===== src/rtl/sdram_pkg.sv =====
// sdram_pkg: shared SDRAM command words and arbiter state encoding
package sdram_pkg;
    localparam int CMD_W = 18;
    // {cs_n, ras_n, cas_n, we_n, ba[1:0], addr[11:0]}
    localparam logic [CMD_W-1:0] CMD_NOP = 18'h1c000;
    localparam logic [CMD_W-1:0] CMD_PRE = 18'h08400;
    localparam logic [CMD_W-1:0] CMD_REF = 18'h04000;
    localparam logic [CMD_W-1:0] CMD_MRS = 18'h00032;
    localparam logic [CMD_W-1:0] CMD_ACT = 18'h0c000;
    localparam logic [CMD_W-1:0] CMD_WR  = 18'h10000;
    localparam logic [CMD_W-1:0] CMD_RD  = 18'h14000;
    typedef enum logic [2:0] {
        ST_INIT,
        ST_ARBIT,
        ST_AREF,
        ST_WRITE,
        ST_READ
    } arb_state_t;
endpackage


===== src/rtl/sdram_arbit.sv =====
// sdram_arbit: fixed-priority command arbiter and pin register for the SDRAM controller
module sdram_arbit #(
    parameter int CMD_W = 18,
    parameter logic [CMD_W-1:0] NOP_CMD = 18'h1c000
) (
    input  logic             clk,
    input  logic             rst,
    input  logic [CMD_W-1:0] ini_cmd,
    input  logic             ini_end,
    input  logic             ref_req,
    input  logic [CMD_W-1:0] ref_cmd,
    input  logic             ref_end,
    output logic             ref_en,
    input  logic             wr_req,
    input  logic [CMD_W-1:0] wr_cmd,
    input  logic             wr_end,
    output logic             wr_en,
    input  logic             rd_req,
    input  logic [CMD_W-1:0] rd_cmd,
    input  logic             rd_end,
    output logic             rd_en,
    output logic             sdram_cs_n,
    output logic             sdram_ras_n,
    output logic             sdram_cas_n,
    output logic             sdram_we_n,
    output logic [1:0]       sdram_ba,
    output logic [11:0]      sdram_addr,
    output logic             sdram_cke
);
    import sdram_pkg::*;

    arb_state_t       state, state_nxt;
    logic [CMD_W-1:0] cmd_sel, cmd_q;
    logic             cke_q;

    // state register; reset always returns ownership to the init engine
    always_ff @(posedge clk) begin
        state <= rst ? ST_INIT : state_nxt;
    end

    // next state and command select; every grant closes back through ARBIT
    always_comb begin
        state_nxt = state;
        cmd_sel   = NOP_CMD;
        case (state)
            ST_INIT: begin
                cmd_sel   = ini_cmd;
                state_nxt = ini_end ? ST_ARBIT : ST_INIT;
            end
            ST_ARBIT: begin
                state_nxt = ref_req ? ST_AREF :
                            wr_req  ? ST_WRITE :
                            rd_req  ? ST_READ : ST_ARBIT;
            end
            ST_AREF: begin
                cmd_sel   = ref_cmd;
                state_nxt = ref_end ? ST_ARBIT : ST_AREF;
            end
            ST_WRITE: begin
                cmd_sel   = wr_cmd;
                state_nxt = wr_end ? ST_ARBIT : ST_WRITE;
            end
            ST_READ: begin
                cmd_sel   = rd_cmd;
                state_nxt = rd_end ? ST_ARBIT : ST_READ;
            end
            default: state_nxt = ST_INIT;
        endcase
    end

    // pin register; reset overrides the selected command with NOP and drops cke
    always_ff @(posedge clk) begin
        cmd_q <= rst ? NOP_CMD : cmd_sel;
        cke_q <= !rst;
    end

    assign ref_en = state == ST_AREF;
    assign wr_en  = state == ST_WRITE;
    assign rd_en  = state == ST_READ;
    assign {sdram_cs_n, sdram_ras_n, sdram_cas_n, sdram_we_n, sdram_ba, sdram_addr} = cmd_q;
    assign sdram_cke = cke_q;
endmodule


===== config.mk =====
export PLATFORM = sky130hd
export DESIGN_NAME = sdram_arbit
export DESIGN_NICKNAME = d
export VERILOG_FILES = /design/src/rtl/sdram_pkg.sv /design/src/rtl/sdram_arbit.sv
export SDC_FILE = /design/constraint.sdc
export NUM_CORES = 1
export LEC_CHECK = 0
export CAP_MARGIN = 40
export CELL_PAD_IN_SITES_DETAIL_PLACEMENT = 0
export CELL_PAD_IN_SITES_GLOBAL_PLACEMENT = 2
export CORE_MARGIN = 2
export CORE_UTILIZATION = 16
export DETAILED_ROUTE_END_ITERATION = 10
export PLACE_DENSITY_LB_ADDON = 0.12
export SETUP_SLACK_MARGIN = 0.3
export SYNTH_ARGS = -nofsm -noshare
export SYNTH_HDL_FRONTEND = slang
export SYNTH_SLANG_ARGS = --single-unit

===== constraint.sdc =====
create_clock -name clk -period 1.7 [get_ports clk]
set_input_delay 0.34 -clock clk [delete_from_list [all_inputs] [get_ports clk]]
set_output_delay 0.34 -clock clk [all_outputs]
set_load 0.05 [all_outputs]

==> results of run 1 <==
[metal layers]
metal | part of all wire (%) | up-vias | track usage, % | wire length [um]
met5 | 0 | - | 0 | 0
met4 | 0.45 | 0 | 1.84 | 25
met3 | 9.5 | 2 | 5.08 | 529
met2 | 46 | 66 | 21.3 | 2540
met1 | 44 | 687 | 15.6 | 2470
li1 | - | 758 | - | -
[tightest hold or removal path: stages]
cell and delay (ns):
clkdlybuf4s50_1 0.39, nand3b_1 0.08, a21oi_1 0.05
[cell usage in the layout, fill, tap and decap left out, types with 3 or more instances in the layout]
master,netlist,layout
clkbuf_8,0,3
clkdlybuf4s50_1,0,80
buf_8,1,4
nor2b_1,3,3
dfxtp_1,22,19
buf_4,1,34
o21a_1,4,4
or3b_2,5,4
a21oi_1,17,17
nor2_1,7,6
buf_6,1,6
nand3b_1,10,10
a22oi_1,15,13
dfxtp_4,0,3
mux2_2,12,12
a21o_1,5,5
o21ba_2,3,3
buf_12,0,5
nand3_1,4,4
o21ai_0,3,3
[cell usage after synthesis, types with 2 or more instances]
cell / n / area share [%]
o21a_1: 4 / 2.4
o21ai_0: 3 / 1.2
nor2b_1: 3 / 1.5
a22oi_1: 15 / 8.8
dfxtp_1: 22 / 35
a21oi_1: 17 / 6.7
clkbuf_1: 3 / 0.88
mux2_2: 12 / 11
nand3_1: 4 / 1.6
nor2_1: 7 / 2.1
or3b_2: 5 / 3.4
buf_2: 7 / 2.7
inv_1: 2 / 0.59
o21ba_2: 3 / 2.4
a211oi_1: 2 / 1.2
nand3b_1: 10 / 5.9
a21o_1: 5 / 2.9
[cells by family (layout without fill, tap and decap cells)]
group	Yosys count	after routing	share of synthesized area, %
buffers and inverters	16	136	7.55
multiplexers	12	12	10.6
AND/OR/NAND/NOR	36	36	18.7
AO/OA/AOI/OAI	54	54	28.6
flip-flops	22	22	34.5
[stage by stage]
stage / total power (uW) / setup slack, ns
after global placement: 1350 / 0.119
final: 1750 / 0.0792
after floorplan: 991 / 0.293
after CTS: 1770 / 0.0708
after detailed placement: 1340 / 0.0925
after global routing: 1860 / 0.0404
[timing repair]
action	4_1_cts	5_1_grt
resized for setup	24	9
pin swaps	3	5
hold buffers	0	0
cloned	2	0
buffers inserted	9	4
setup endpoints to repair	21	20
[area by class of cell]
class / instances / area (um^2) / share of cell area (%)
Inverter: 3 / 18.8 / 0.682
Tap cell: 102 / 128 / 4.64
Sequential cell: 22 / 452 / 16.4
Multi-Input combinational cell: 102 / 801 / 29.1
Clock buffer: 3 / 41.3 / 1.50
Timing Repair Buffer: 130 / 1310 / 47.7
[state kept, by name (all words and copies together) (netlist names)]
name	cells
cmd_q	18
sdram_cke	1
state	3
[power by group]
group | internal, uW | switching, uW | total [uW] | leakage, uW
registers | 565 | 21.7 | 586 | 0.000184
logic | 426 | 387 | 813 | 0.000871
clock network | 159 | 189 | 347 | 0.0000216
total | 1150 | 597 | 1750 | 0.00108
[final timing paths]
path,endpoint,slack (ns),cells after the start
worst min-delay path,cmd_q[6],0.64,3
worst min register to register,cmd_q[14],0.80,3
worst max register to register,cmd_q[16],0.09,5
worst max-delay path,rd_en,0.08,3
==> summary.md, run 1 <==
| Metric | Value |
|---|---|
| Run status | `finished clean` |
| Critical path cell sequence | `or3b_4 > inv_8 > buf_12` |
| RSZ-0062 raised after global routing | `true` |
| Sequential share of the synthesized area | `around a third` |
| Clock root buffer | `clkbuf_8` |
| Initial Util | `16.5%` |
| Clock Sinks | `22` |
| Slew Viols, Final | `0` |
| Gpl congestion | `0.707` |
| Hold_ws | `0.637 ns` |
| Leakage | `roughly 0.0011 uW` |
| Crit share post-route | `a little over nine tenths` |
| Max stage delay on crit path | `between 0.4 and 0.5 ns` |
| Crit path from | `state[1]` |
| Die X | `slightly above 90 um` |
| Filler Cell Count | `807` |
| First-pass GRT wire length | `8.45 mm` |
| Max FO, Critical Path | `3` |
| Vias in the first global route | `1,612` |
| Clk Latency, worst-skew pair | `0.26 ns` |
| Area Growth Syn to Fin | `116%` |
| Reg clk slew, reported paths | `~0.090 ns` |
| Pwr Density | `~630 nW/um^2` |
| CP top delay family | `simple AND/OR/NAND/NOR gates` |
| Crit-path slowest cell | `or3b_4` |
| # setup viols final | `0` |
| Drt pass-1 iters | `4` |
| DRC Markers | `0` |
| Initial antenna violation count | `0` |
| Slew headroom | `75.6%` |
| Fmax | `a little over 0.6 GHz` |
| Total negative slack | `0 ns` |
| Hpwl dp | `~3.9 mm` |
| Warnings from Yosys | `0` |
| PortBufs | `just over 100` |
| H-Tree Depth | `1` |
| Total number of vias | `~1,500` |
| Max Cap Violations | `0` |
| Max clock buf depth | `2` |
| Total GRT Usage | `12.7%` |
| Cell area after synthesis | `1280 um^2` |
| Setup crit start kind | `flop` |
| Placed insts | `between 300 and 400` |
| # nets final | `343` |
| Cts bufs inserted | `3` |
| Wire length per cell | `~15 um` |
| I/O pin cnt | `approximately 100` |
| DR iter-0 viols | `24` |
| Post-layout min period | `1.62 ns` |
| Yosys reg bits | `22` |
| Clock skew | `roughly 0.0022 ns` |
| Req. time, crit path | `between 1 and 1.5 ns` |
| Layout cell share with drive strength beyond 1 | `33.1%` |
| Detailed Route WL | `~5.6 mm` |
| Final core utilization | `between 30% and 40%` |
| Syn avg cell area | `between 9 and 10 um^2` |
| Ys flop type | `dfxtp_1` |
| Diodes inserted | `0` |
| Vias per cell | `about 4.2` |
| WS Path Type | `reg -> out` |
| Total gr overflow | `0` |
| CP arrival | `~1.3 ns` |
| Die area | `between 8000 and 9000 um^2` |
| CTS tree | `built` |
| Mapped Nets | `roughly 220` |
| Tightest Pin Transition | `~0.36 ns` |
| Layout Cells excl Fill | `about 360` |
| CP bufs+invs | `2` |
| Cell count after synthesis | `140` |
| Hold Startpoint | `ini_cmd[6]` |
| R2R Path Start | `state[1]` |
| DRT antenna net count | `0` |
| Num rows | `32` |
| Core box area | `slightly below 8000 um^2` |
| DIE HEIGHT | `between 90 and 100 um` |
| Post-synth EDFFs | `0` |
| Worst min path class | `in -> reg` |
| Final Hold Viols | `0` |
| Largest net degree at the start of global routing | `14` |
| Finished Cell Area | `about 2800 um^2` |
| Max rail drop VDD | `a little over 0.3 mV` |
| Placed cell area | `2460 um^2` |
| Async SR Flop Fraction | `0%` |
| Synth unique cells | `33` |
| CP Capture Type | `output pin` |
(Power assumes the default switching activity.)
==> run 2: changes to the inputs <==
==> constraint.sdc (replaced) <==
create_clock -name clk -period 1.7 [get_ports clk]
set_input_delay 0.34 -clock clk [delete_from_list [all_inputs] [get_ports clk]]
set_output_delay 0.34 -clock clk [all_outputs]
set_load 0.005 [all_outputs]
==> run 2 against run 1 <==
Compared with the run above:
- critical path depth stayed put
- design area is 1.2% higher
- routed wire length is 1.7% lower
- worst hold slack better by 0.0062 ns
- setup slack better by 0.085 ns
- highest routed layer unchanged
- maximum frequency is 5.5% higher
- first-iteration DRC count is 67% higher
- via count is 0.46% lower
- final cell count is 0.55% higher
- largest power group unchanged
- sequential share of layout area is 0.24 points lower
==> summary.md, run 2 (synthesized netlist as in run 1, its figures left out) <==
| Metric | Value |
|---|---|
| WS Path Type | `reg -> out` |
| Worst hold path depth | `3 (unchanged)` |
| Max clock buf depth | `2 (unchanged)` |
| Initial Util | `16.5% (unchanged)` |
| Sw frac | `26.8% (-7.4 points)` |
| Filler Cell Count | `813 (+0.74%)` |
| DR iter-0 viols | `40 (+67%)` |
| Wire length per cell | `15.0 um (-2.2%)` |
| Pwr Density | `577 nW/um^2 (-9.2%)` |
| Slew headroom | `76.0% (+0.41 points)` |
| Req. time, crit path | `1.36 ns (about the same)` |
| Total negative slack | `0 ns (unchanged)` |
| Post-layout min period | `1.54 ns (-0.0847 ns)` |
| Tightest Pin Transition | `0.358 ns (+0.00220 ns)` |
| Num rows | `32 (unchanged)` |
| Die X | `93.3 um (unchanged)` |
| Detailed Route WL | `5.47 mm (-1.7%)` |
| Top reg by flops | `cmd_q` |
| Clk Latency, worst-skew pair | `0.26 ns (about the same)` |
| Max reg flops | `18 (unchanged)` |
| CP Capture Type | `output pin` |
| Hpwl dp | `4.10 mm (+3.9%)` |
| Max Cap Violations | `0 (unchanged)` |
| CTS tree | `built` |
| PortBufs | `102 (unchanged)` |
| Cts bufs inserted | `3 (unchanged)` |
| Leakage | `0.00111 uW (+3.2%)` |
| First-pass GRT wire length | `7.96 mm (-5.8%)` |
| Layout cell share with drive strength beyond 1 | `29.8% (-3.3 points)` |
| Int Power | `1170 uW (+2.2%)` |
| Max rail drop VDD | `0.265 mV (-14%)` |
| Total GRT Usage | `11.9% (-0.77 points)` |
| Die area | `8710 um^2 (unchanged)` |
| Vias per cell | `4.14 (-1.0%)` |
| CP arrival | `1.20 ns (-0.08 ns)` |
| Clock root buffer | `clkbuf_8` |
| Slew Viols, Final | `0 (unchanged)` |
| Hold Startpoint | `ini_cmd[8]` |
| Clock power share | `20.7% (+0.8 points)` |
| Hold Path End | `cmd_q[8]` |
| DIE HEIGHT | `93.3 um (unchanged)` |
| DRT antenna net count | `0 (unchanged)` |
| Final worst slack | `0.164 ns (+0.0847 ns)` |
| R2r worst-path depth | `4 (-1)` |
| Critical path cell sequence | `or3b_4 > clkinv_4 > buf_6` |
| Worst min path class | `in -> reg` |
| Area Growth Syn to Fin | `118%` |
| Initial antenna violation count | `0 (unchanged)` |
| Core box area | `7730 um^2 (unchanged)` |
| Diodes inserted | `0 (unchanged)` |
| RSZ-0062 raised after global routing | `true` |
| Clock Sinks | `22 (unchanged)` |
| Largest net degree at the start of global routing | `20 (+6)` |
| R2r setup slk | `0.18 ns (+0.09 ns)` |
| DRC Markers | `0 (unchanged)` |
| Max FO, Critical Path | `4 (+1)` |
| I/O pin cnt | `103 (unchanged)` |
| Place WS | `0.0258 ns (-0.0667 ns)` |
| Vias in the first global route | `1,526 (-5.3%)` |
| # setup viols final | `0 (unchanged)` |
| Logic gate share of total power | `43.0% (-3.5 points)` |
| Leading cell type in the layout, fill and taps excluded | `clkdlybuf4s50_1` |
| # nets final | `345 (+0.58%)` |
| Total gr overflow | `0 (unchanged)` |
| Drt pass-1 iters | `4 (unchanged)` |
| Final Hold Viols | `0 (unchanged)` |
| Reg2reg end | `cmd_q[16]` |
| Total number of vias | `1,506 (-0.46%)` |
| Crit share post-route | `90.4% (-5.0 points)` |
| Max stage delay on crit path | `0.42 ns (about the same)` |
| CP bufs+invs | `2 (unchanged)` |
| Reg clk slew, reported paths | `0.08 ns (about the same)` |
| Setup crit start kind | `flop` |
| H-Tree Depth | `1 (unchanged)` |
| R2R Path Start | `state[1]` |
| Reg power frac | `36.3% (+2.7 points)` |
| Crit-path slowest cell | `or3b_4` |
| Gpl congestion | `0.709 (+0.27%)` |
| Run status | `finished clean` |
| CP top delay family | `simple AND/OR/NAND/NOR gates` |
| Clock skew | `0.00165 ns (-0.000540 ns)` |
| Fmax | `0.651 GHz (+5.5%)` |
| Most frequent cells in the layout | `clkdlybuf4s50_1, dlygate4sd2_1, dfxtp_1, buf_4, a21oi_1` |
| NetSw | `430 uW (-28%)` |
## run 2: changes by cell type in the layout (fill, tap and decap cells not counted), moves of 3 or more
cell	before	now
buf_6	6	9
buf_12	5	1
buf_4	34	18
dlygate4sd2_1	0	19
a22oi_1	13	10
buf_8	4	1
or3b_4	2	6
a21oi_2	0	4
a22oi_2	2	5
or3b_2	4	0
a21oi_1	17	13
## run 2: power by group through the flow
| stage | registers [uW] | clock network (uW) | logic [uW] |
|---|---|---|---|
| final | 582 | 332 | 690 |
| after detailed placement | 596 | 0 | 587 |
| after global routing | 589 | 368 | 750 |
| after CTS | 582 | 361 | 615 |
| after global placement | 595 | 0 | 593 |
| after floorplan | 597 | 0 | 222 |
## run 2: how the worst max path moves through the flow
stage	startpoint	end	cells past startpoint
4_1_cts	state[0]	rd_en	3
3_5_place_dp	state[1]	rd_en	3
6_report	state[1]	rd_en	3
3_3_place_gp	state[1]	rd_en	3
5_1_grt	state[1]	rd_en	3
2_1_floorplan	state[2]	cmd_q[16]	4
## run 2: tightest hold or removal path: stages
cell and delay [ns]:
clkdlybuf4s50_1 0.39, nand3b_1 0.07, a21oi_1 0.05
## run 2: metrics by stage
step | instances | util [%] | hold slack [ns] | instance area (um^2) | total power (uW)
detailed placement | 348 | 32.0 | 0.685 | 2470 | 1180
global route | 364 | 36.0 | 0.646 | 2780 | 1710
finish | 364 | 36.0 | 0.643 | 2780 | 1610
floorplan | 140 | - | 0.412 | 1280 | 819
global placement | 348 | 32.0 | 0.665 | 2470 | 1190
CTS | 359 | 33.8 | 0.629 | 2610 | 1560
## run 2: area by class of cell
class	instances	area (um^2)	area share, %
inverter	3	16.3	0.584
clock buffer	3	41.3	1.48
sequential	22	450	16.2
multi-input combinational	102	850	30.5
timing repair buffer	132	1300	46.7
tap	102	128	4.58
## run 2: routing by layer
metal	track usage [%]	part of all wire, %	vias to the layer above
li1	-	-	765
met1	15.1	45	681
met2	19.1	46	58
met3	4.51	8.7	2
met4	2.94	0.57	0
met5	0	0	-
## run 2: timing repair
action                     CTS  global route
gates resized for setup     55            27
setup endpoints to repair   40            19
gates cloned                 0             3
hold buffers                 0             0
pin swaps                    9            13
buffers inserted             8             2
